### config.mk
export PLATFORM = sky130hd
export DESIGN_NAME = branch_resolve_ctrl_flat
export DESIGN_NICKNAME = d
export VERILOG_FILES = /design/src/rtl/branch_resolve_ctrl_if.sv /design/src/rtl/branch_resolve_ctrl.sv /design/src/flat_wrapper.sv
export SDC_FILE = /design/constraint.sdc
export NUM_CORES = 1
export LEC_CHECK = 0
export ABC_AREA = 1
export BUFFER_PORTS_ARGS = -buffer_cell sky130_fd_sc_hd__buf_2
export CAP_MARGIN = 0
export CORE_ASPECT_RATIO = 1.5
export CORE_MARGIN = 2
export CORE_UTILIZATION = 40
export DETAILED_ROUTE_END_ITERATION = 12
export HOLD_SLACK_MARGIN = 0.15
export MAX_ROUTING_LAYER = met4
export SLEW_MARGIN = 10
export SYNTH_ARGS = -nofsm -noshare
export SYNTH_HDL_FRONTEND = slang
export SYNTH_SLANG_ARGS = --single-unit
### constraint.sdc
create_clock -name clk -period 1.9 [get_ports clk]
set_input_delay 0 -clock clk [delete_from_list [all_inputs] [get_ports clk]]
set_output_delay 0 -clock clk [all_outputs]
set_load 0.02 [all_outputs]
### src/rtl/branch_resolve_ctrl_if.sv
// ---------------------------------------------------------------------------
// branch_resolve_ctrl_if
// Groups the EX-stage branch handshake, the comparator hookup and the
// fetch-side prediction/redirect signals of the branch resolve controller.
//
//   br_valid      EX holds a branch                     (master -> slave)
//   br_ready      controller can accept a branch        (slave  -> master)
//   br_funct3     branch funct3                         (master -> slave)
//   br_pc         PC of the branch                      (master -> slave)
//   br_imm        sign-extended B-immediate             (master -> slave)
//   br_pred_taken fetch-time prediction for the branch  (master -> slave)
//   br_un         comparator mode, 1 = unsigned         (slave  -> master)
//   br_eq, br_lt  comparator results                    (master -> slave)
//   lookup_pc     fetch PC to predict                   (master -> slave)
//   pred_taken    BHT prediction for lookup_pc          (slave  -> master)
//   redirect      one-cycle fetch redirect pulse        (slave  -> master)
//   redirect_pc   corrected fetch PC                    (slave  -> master)
//   flush         kill IF/ID contents                   (slave  -> master)
//   illegal_br    one-cycle pulse on illegal funct3     (slave  -> master)
// ---------------------------------------------------------------------------
interface branch_resolve_ctrl_if #(
    parameter int REG_WIDTH = 32
);
    logic                 br_valid;
    logic                 br_ready;
    logic [2:0]           br_funct3;
    logic [REG_WIDTH-1:0] br_pc;
    logic [REG_WIDTH-1:0] br_imm;
    logic                 br_pred_taken;
    logic                 br_un;
    logic                 br_eq;
    logic                 br_lt;
    logic [REG_WIDTH-1:0] lookup_pc;
    logic                 pred_taken;
    logic                 redirect;
    logic [REG_WIDTH-1:0] redirect_pc;
    logic                 flush;
    logic                 illegal_br;

    modport master (
        output br_valid, br_funct3, br_pc, br_imm, br_pred_taken,
               br_eq, br_lt, lookup_pc,
        input  br_ready, br_un, pred_taken, redirect, redirect_pc,
               flush, illegal_br
    );

    modport slave (
        input  br_valid, br_funct3, br_pc, br_imm, br_pred_taken,
               br_eq, br_lt, lookup_pc,
        output br_ready, br_un, pred_taken, redirect, redirect_pc,
               flush, illegal_br
    );
endinterface

### src/rtl/branch_resolve_ctrl.sv
// ---------------------------------------------------------------------------
// branch_resolve_ctrl
// Resolves conditional branches in EX: decodes funct3 for the comparator,
// forms the taken decision, checks it against the fetch prediction and, on
// a mispredict, issues a one-cycle redirect followed by a flush lasting
// FLUSH_CYCLES cycles. Also owns the 2-bit saturating BHT read by fetch.
//
// Ports:
//   clk   single clock, all state updates on the rising edge
//   rst   synchronous, active-high reset
//   bus   branch_resolve_ctrl_if slave modport (handshake, comparator,
//         prediction lookup, redirect/flush/illegal outputs)
// ---------------------------------------------------------------------------
module branch_resolve_ctrl #(
    parameter int REG_WIDTH    = 32,
    parameter int BHT_IDX_BITS = 6,
    parameter int FLUSH_CYCLES = 2
) (
    input  logic                 clk,
    input  logic                 rst,
    branch_resolve_ctrl_if.slave bus
);

    localparam int BHT_ENTRIES = 1 << BHT_IDX_BITS;

    typedef enum logic [1:0] {
        IDLE,
        REDIRECT,
        FLUSH
    } state_t;

    state_t                  r_state;
    state_t                  w_state_next;
    logic [3:0]              r_cnt;
    logic [3:0]              w_cnt_next;
    logic [1:0]              r_bht [BHT_ENTRIES];
    logic [REG_WIDTH-1:0]    r_redirect_pc;
    logic                    r_illegal;

    logic                    w_taken;
    logic                    w_illegal;
    logic                    w_accept;
    logic                    w_mispredict;
    logic                    w_ready;
    logic                    w_redirect;
    logic                    w_flush;
    logic [REG_WIDTH-1:0]    w_target;
    logic [BHT_IDX_BITS-1:0] w_br_idx;
    logic [BHT_IDX_BITS-1:0] w_lookup_idx;
    logic                    w_unused;

    // Word-aligned PCs: bits [1:0] never vary, so the BHT index starts at bit 2.
    assign w_br_idx     = bus.br_pc[BHT_IDX_BITS+1:2];
    assign w_lookup_idx = bus.lookup_pc[BHT_IDX_BITS+1:2];
    assign w_unused     = ^{bus.lookup_pc[REG_WIDTH-1:BHT_IDX_BITS+2],
                            bus.lookup_pc[1:0]};

    // funct3 bit 1 separates the unsigned compares (BLTU/BGEU) from the rest.
    assign bus.br_un = bus.br_funct3[1];

    // Taken decode; 010/011 are not branches and resolve as not-taken.
    always_comb begin
        w_taken   = 1'b0;
        w_illegal = 1'b0;
        case (bus.br_funct3)
            3'b000:         w_taken = bus.br_eq;
            3'b001:         w_taken = !bus.br_eq;
            3'b100, 3'b110: w_taken = bus.br_lt;
            3'b101, 3'b111: w_taken = !bus.br_lt;
            default:        w_illegal = 1'b1;
        endcase
    end

    assign w_accept     = bus.br_valid & w_ready;
    assign w_mispredict = (w_taken != bus.br_pred_taken);
    assign w_target     = w_taken ? (bus.br_pc + bus.br_imm)
                                  : (bus.br_pc + REG_WIDTH'(4));

    // Next-state and Moore outputs. REDIRECT always counts as the first
    // flush cycle, so FLUSH only covers the remaining FLUSH_CYCLES-1.
    always_comb begin
        w_state_next = r_state;
        w_cnt_next   = r_cnt;
        w_ready      = 1'b0;
        w_redirect   = 1'b0;
        w_flush      = 1'b0;
        case (r_state)
            IDLE: begin
                w_ready = 1'b1;
                if (w_accept && w_mispredict) begin
                    w_state_next = REDIRECT;
                end
            end
            REDIRECT: begin
                w_redirect = 1'b1;
                w_flush    = 1'b1;
                if (FLUSH_CYCLES == 1) begin
                    w_state_next = IDLE;
                end else begin
                    w_state_next = FLUSH;
                    w_cnt_next   = 4'(FLUSH_CYCLES - 2);
                end
            end
            FLUSH: begin
                w_flush = 1'b1;
                if (r_cnt == 4'd0) begin
                    w_state_next = IDLE;
                end else begin
                    w_cnt_next = r_cnt - 4'd1;
                end
            end
            default: begin
                w_state_next = IDLE;
            end
        endcase
    end

    // State register; reset wins over any redirect/flush in progress.
    always_ff @(posedge clk) begin
        if (rst) begin
            r_state <= IDLE;
            r_cnt   <= 4'd0;
        end else begin
            r_state <= w_state_next;
            r_cnt   <= w_cnt_next;
        end
    end

    // Redirect target is captured at the accept edge and then held, so the
    // value seen during REDIRECT is the one for the mispredicted branch.
    always_ff @(posedge clk) begin
        if (rst) begin
            r_redirect_pc <= '0;
            r_illegal     <= 1'b0;
        end else begin
            r_illegal <= w_accept & w_illegal;
            if (w_accept && w_mispredict) begin
                r_redirect_pc <= w_target;
            end
        end
    end

    // 2-bit saturating counters; illegal encodings leave the table alone.
    always_ff @(posedge clk) begin
        if (rst) begin
            for (int i = 0; i < BHT_ENTRIES; i++) begin
                r_bht[i] <= 2'b01;
            end
        end else if (w_accept && !w_illegal) begin
            if (w_taken && (r_bht[w_br_idx] != 2'b11)) begin
                r_bht[w_br_idx] <= r_bht[w_br_idx] + 2'b01;
            end else if (!w_taken && (r_bht[w_br_idx] != 2'b00)) begin
                r_bht[w_br_idx] <= r_bht[w_br_idx] - 2'b01;
            end
        end
    end

    // Read uses the registered table, so a same-cycle update is not yet seen.
    assign bus.pred_taken  = r_bht[w_lookup_idx][1];
    assign bus.br_ready    = w_ready;
    assign bus.redirect    = w_redirect;
    assign bus.flush       = w_flush;
    assign bus.redirect_pc = r_redirect_pc;
    assign bus.illegal_br  = r_illegal;

endmodule
### src/flat_wrapper.sv
// flat-port wrapper written by rule: the top's interface ports become plain ports
module branch_resolve_ctrl_flat 
#(
    parameter int REG_WIDTH    = 32,
    parameter int BHT_IDX_BITS = 6,
    parameter int FLUSH_CYCLES = 2
)
  (clk, rst, bus_br_valid, bus_br_funct3, bus_br_pc, bus_br_imm, bus_br_pred_taken, bus_br_eq, bus_br_lt, bus_lookup_pc, bus_br_ready, bus_br_un, bus_pred_taken, bus_redirect, bus_redirect_pc, bus_flush, bus_illegal_br);
  branch_resolve_ctrl_if #(.REG_WIDTH(REG_WIDTH)) bus_i ();
  input  logic clk;
  input  logic rst;
  input wire logic [$bits(bus_i.br_valid)-1:0] bus_br_valid;
  input wire logic [$bits(bus_i.br_funct3)-1:0] bus_br_funct3;
  input wire logic [$bits(bus_i.br_pc)-1:0] bus_br_pc;
  input wire logic [$bits(bus_i.br_imm)-1:0] bus_br_imm;
  input wire logic [$bits(bus_i.br_pred_taken)-1:0] bus_br_pred_taken;
  input wire logic [$bits(bus_i.br_eq)-1:0] bus_br_eq;
  input wire logic [$bits(bus_i.br_lt)-1:0] bus_br_lt;
  input wire logic [$bits(bus_i.lookup_pc)-1:0] bus_lookup_pc;
  output wire logic [$bits(bus_i.br_ready)-1:0] bus_br_ready;
  output wire logic [$bits(bus_i.br_un)-1:0] bus_br_un;
  output wire logic [$bits(bus_i.pred_taken)-1:0] bus_pred_taken;
  output wire logic [$bits(bus_i.redirect)-1:0] bus_redirect;
  output wire logic [$bits(bus_i.redirect_pc)-1:0] bus_redirect_pc;
  output wire logic [$bits(bus_i.flush)-1:0] bus_flush;
  output wire logic [$bits(bus_i.illegal_br)-1:0] bus_illegal_br;
  assign bus_i.br_valid = bus_br_valid;
  assign bus_i.br_funct3 = bus_br_funct3;
  assign bus_i.br_pc = bus_br_pc;
  assign bus_i.br_imm = bus_br_imm;
  assign bus_i.br_pred_taken = bus_br_pred_taken;
  assign bus_i.br_eq = bus_br_eq;
  assign bus_i.br_lt = bus_br_lt;
  assign bus_i.lookup_pc = bus_lookup_pc;
  assign bus_br_ready = bus_i.br_ready;
  assign bus_br_un = bus_i.br_un;
  assign bus_pred_taken = bus_i.pred_taken;
  assign bus_redirect = bus_i.redirect;
  assign bus_redirect_pc = bus_i.redirect_pc;
  assign bus_flush = bus_i.flush;
  assign bus_illegal_br = bus_i.illegal_br;
  branch_resolve_ctrl #(.REG_WIDTH(REG_WIDTH), .BHT_IDX_BITS(BHT_IDX_BITS), .FLUSH_CYCLES(FLUSH_CYCLES)) u_core (.clk(clk), .rst(rst), .bus(bus_i));
endmodule
; ---- Yosys cells after proc, flatten, opt, wreduce, memory -nomap -nowiden
; Memory sizes are Yosys's and may differ from the RTL's.
; Cells that the tools add are included.
[word_totals]
register_bits = 39
latch_bits = 0
ram_bits = 128
romBits = 0
inputBits = 105
out_inout_bits = 38
n_memories = 1
[mem_list]
columns = memory, depth, width, read_ports, rd_ports_with_merged_regs, write_ports, line_no
row1 = u_core.r_bht, 64, 2, 2, 0, 64, branch_resolve_ctrl.sv:36  ; logic [1:0] r_bht [BHT_ENTRIES];
[op_classes]
add_sub_neg = 5
mul = 0
div_mod_pow = 0
order_cmp = 0
eq_ne = 12
n_shift = 0
mux = 26
n_bitwise = 3
n_reduce_logical = 19
[op_table]
columns = operator, n
row1 = 32-bit by 3-bit adder with 32-bit output (second input constant), 1
row2 = 32-bit adder, 1
row3 = 32-bit 2-to-1 mux, 1
row4 = 1-bit 2-to-1 mux, 16
row5 = 3-bit equality test (second input constant), 4
row6 = 2-bit 2-to-1 mux, 4
row7 = 4-bit one-hot mux with 2 select lines, 1
row8 = 2-bit OR reduction, 4
row9 = 6-bit 2-to-1 mux, 1
row10 = 2-bit one-hot mux with 3 select lines, 1
row11 = 6-bit OR reduction, 1
row12 = 1-bit logical AND, 4
row13 = 4-bit zero test, 1
row14 = 4-bit 2-to-1 mux, 1
row15 = 2-bit by 1-bit inequality test with 1-bit output (second input constant), 2
row16 = 2-bit inequality test (second input constant), 2
row17 = 1-bit one-hot mux with 4 select lines, 1
row18 = 2-bit AND reduction, 2
row19 = 2-bit nonzero test, 2
row20 = 4-bit by 1-bit subtractor with 4-bit output (second input constant), 1
row21 = 3-bit by 1-bit equality test with 1-bit output (second input constant), 1
row22 = 1-bit zero test, 3
row23 = 3-bit zero test, 1
row24 = 2-bit by 1-bit adder with 2-bit output (second input constant), 1
row25 = other kinds (7), 8

; ---- Depth between registers and ports, before layout
[depth]
ltp_word = 13
mapped_depth = 21
ltp_nobuf = 16

; ---- Worst setup path before layout
; OpenSTA, ideal clock, no wires.
[synth_path]
path_kind = register to register
from = register u_core.r_state[0]
to = memory u_core.r_bht[0][0], enable pin
setup_time_ps = 298
t_arrival_ps = 1831
required_time_ps = 1602
slack_ps = -228
stages_incl_launch_ff = 13
path_buffers = 2
period_less_slack_ps = 2128
path_cell_list = dfxtp_1 > inv_1 > ha_1 > nand2_1 > nor2_1 > inv_1 > a211oi_1 > o21ai_1 > nand2_1 > buf_4 > buf_4 > nand3_1 > nand2_1
[synth_rtl]
columns = element, line_no
row1 = "start, declared", branch_resolve_ctrl.sv:32  ; state_t r_state;
row2 = "start signal, assigned", branch_resolve_ctrl.sv:124  ; r_state <= w_state_next;
row3 = "end, declared", branch_resolve_ctrl.sv:36

==> flow_summary_export.csv <==
group,metric,value,unit
yosys,netlist_top_cells_area,"edfxtp_1 33%, nand2_1 18%, dfxtp_1 6.7%, nor2_1 5.5%, nand3_1 5.0%",
sta,final.setup.worst_slack,-0.418,ns
setup_path,r2r_start,"u_core.r_bht[35][1]",
finish,ff_latch_area,4620,um2
setup_path,cp.depth,16,
sta,skew,0.00981,ns
setup_path,start_kind,"flop",
placed_design,port_buffers,116,
global_routing,antenna_found_initial,2,
sta,fin_crit_sh,1.22,
placed_design,dp_slack,-0.369,ns
finish,fillCellCount,2540,
yosys,synth_area,11700,um2
yosys,yosysWarnings,0,
sta,maxSlewViolCount,0,
placed_design,place.gp.congestion,0.928,
drt,wire_per_inst,19.4,um
worst_hold_path,min_path_cells,6,
yosys,yosys.area.top_type,"edfxtp_1",
yosys,async_reset_ff_frac,0,
floorplanning,std_cell_rows,76,
yosys,synth_edf_count,128,
yosys,yosysUniqueCellTypes,44,
sta,relSlewSlack,0.639,
global_routing,gr-total-overflow,0,
clocking,clockRootBuffer,"clkbuf_16",
power_and_ir_drop,sw_frac_of_total,0.350,
power_and_ir_drop,cell_internal_pwr,7800,uW
floorplanning,ios,143,
finish,multi_input_area,7580,um2
setup_path,critPathRequiredTime,2.12,ns
finish,area_growth,48.4,%
job,max_cap_viol_count,0,
setup_path,end_kind,"flop",
setup_path,r2r_slack,-0.42,ns
placed_design,dpl.cell_count,2300,
setup_path,reg2reg_depth,16,
global_routing,grt_start_max_net_pins,69,
setup_path,path_delay_family,"simple AND/OR/NAND/NOR gates",
power_and_ir_drop,pwr-share-comb,0.358,
yosys,syn_avg_cell_area,7.02,um2
setup_path,critical_path_class,"reg2reg",
setup_path,critPathMostFrequentCell,"nand2_1",
sta,period_minus_slack,2.32,ns
drt,via_per_inst,5.57,
drt,antenna_left,0,
clocking,cts.htree.levels,4,
setup_path,r2r_end,"u_core.r_bht[40][1]",
finish,drive_gt1_frac,0.334,
floorplanning,core,28700,um2
worst_hold_path,hold_path.class,"in2reg",
sta,setup_tns,-90.37,ns
setup_path,critPathMaxStageDelay,0.42,ns
power_and_ir_drop,peakVddDrop,0.681,mV
yosys,synth_common_cells,"562 x nand2_1, 171 x nor2_1, 128 x edfxtp_1",
run_status,status,"finished with violations",
yosys,syn_inst,1665,
worst_hold_path,whs_endpoint,"u_core.bus.redirect_pc[27]",
clocking,cts.clk_slew.worst_paths,0.07,ns
sta,hold_viol_final,0,
floorplanning,die_area,30700,um2
drt,drcViolationCount,0,
sta,max_freq,431,MHz
finish,final_core_util,0.604,
sta,setup_viol,257,
floorplanning,fp.dieH,213,um
clocking,clock_tree.buffer_depth,2,
yosys,synth_top_area_share,0.329,
clocking,cts_made_buffers,17,
setup_path,arrival,2.53,ns
power_and_ir_drop,power_density,692,nW/um2
global_routing,first_global_vias,13100,
power_and_ir_drop,p_leak,0.00731,uW
yosys,synth_ff_type,"edfxtp_1",
floorplanning,die_x,144,um
global_routing,grt_use_total,0.300,
setup_path,crit_chain,"nand2_1 > nand2_1 > nand2_1 > nand2_2 > nand2_2 > nand2_1 > nand2_1 > nand2_2 > nor2_4 > buf_6 > buf_4 > nand4_1 > nand3_4 > buf_12 > clkbuf_16 > nor2_4",
power_and_ir_drop,p_seq_frac,0.348,
run_status,violations,"setup timing",
drt,drt-total-wl,47000,um
drt,num_vias,13500,
yosys,synth-seq-cells,167,
setup_path,cp_num_buf_inv,4,
floorplanning,start_util,0.407,
power_and_ir_drop,p_switching,4200,uW
power_and_ir_drop,clockPowerShare,0.294,
finish,nets,2158,
setup_path,crit_slowest_cell,"edfxtp_1",
yosys,syn_nets,1807,
sta,rsz0062_at_grt,"true",
setup_path,critPathMaxFanout,8,
clocking,cts_tree,"built",
power_and_ir_drop,total_power,12000,uW
global_routing,grt_pass1_wl,67700,um
clocking,clk_latency,0.46,ns
placed_design,hpwl,31900,um
yosys,yosysMostFrequentCell,"nand2_1",
worst_hold_path,min_from,"bus_br_imm[27]",
finish,stdcell_count,2421,
clocking,cts_sinks,167,
sta,tightest_slew,0.541,ns
yosys,synth.yosys.seq_area_share,0.395,
drt,drt_iter0_drc,768,
drt,dr.pass1.iters,5,
-- tightest hold or removal path, cell delays in order --
cell and delay (ns):
buf_2 0.11, ha_1 0.16, buf_4 0.12, nand2_1 0.05, nand3_1 0.08, a21oi_1 0.06
-- what timing repair did --
action,CTS,global route
cloned,8,19
setup endpoints to repair,257,278
hold buffers,42,1
endpoints found under the hold margin,33,1
setup buffers,11,11
gates resized for setup,74,265
pin swaps,16,47
-- layout make-up --
cell class,count,share of cell area
antenna,2,0.000288
clock buffer,17,0.0245
clock inverter,15,0.00865
inverter,84,0.0182
multi-input combinational,1309,0.437
sequential,167,0.266
tap,390,0.0281
timing repair buffer,437,0.217
-- metal layers --
layer | routed length, um | share of wire | track usage
met1 | 15500 | 0.33 | 0.282
met5 | 0 | 0 | -
met2 | 25600 | 0.54 | 0.576
met4 | 3640 | 0.077 | 0.175
met3 | 2290 | 0.049 | 0.0366
-- cell usage in the layout (no fill, tap or decap), drive strengths merged, types with 2 or more instances in the layout --
cell	n
nand3	118
diode	2
dfxtp	39
dlygate4sd3	41
nand2	564
o211ai	7
clkbuf	28
ha	36
nor4	5
o22ai	14
buf	385
or2	15
a21boi	2
nor3	25
bufinv	2
o21a	3
clkinv	10
and2	2
a21oi	105
clkinvlp	3
a21o	4
a31oi	16
nor2	173
o21bai	7
inv	84
o21ai	112
edfxtp	128
nand3b	5
o221ai	2
nand4	72
xor2	13
a211oi	2
-- power groups by stage --
stage | Combinational (uW) | Sequential (uW) | Clock, uW
after detailed placement | 3180 | 4250 | 0
after CTS | 3670 | 4180 | 3550
final | 4300 | 4180 | 3520
after global placement | 3170 | 4250 | 0
after floorplan | 1700 | 4370 | 0
after global routing | 4590 | 4190 | 3680
-- sequential cells by signal, indices dropped and copies added, names as in the netlist --
register / flops
u_core.r_bht: 128
u_core.bus.redirect_pc: 32
u_core.r_cnt: 4
u_core.r_state: 2
u_core.bus.illegal_br: 1
-- worst max path at each step --
| stage | startpoint | end | slack, ns |
|---|---|---|---|
| after floorplan | bus_br_pc[2] | u_core.r_bht[0][0] | -0.007 |
| after global placement | bus_br_imm[0] | u_core.bus.redirect_pc[22] | -0.32 |
| after global routing | u_core.r_bht[35][1] | u_core.r_bht[49][1] | -0.49 |
| after detailed placement | bus_br_pc[2] | u_core.r_bht[12][0] | -0.37 |
| final | u_core.r_bht[35][1] | u_core.r_bht[40][1] | -0.42 |
| after CTS | u_core.r_bht[40][1] | u_core.r_bht[32][1] | -0.30 |
-- cells by family after synthesis --
kind of cell | share of synthesized area
compound gates | 0.129
simple gates | 0.356
flops | 0.395
buf+inv | 0.0693
xor+xnor | 0.0105
fa+ha+maj | 0.0402
-- stage by stage --
step | cell area (um2) | hold WS (ns)
global route | 17400 | 0.184
global placement | 14300 | 0.182
CTS | 15900 | 0.150
detailed placement | 14300 | 0.193
finish | 17400 | 0.167
floorplan | 11800 | 0.0785
No activity file was read; power rests on OpenSTA's default activity.
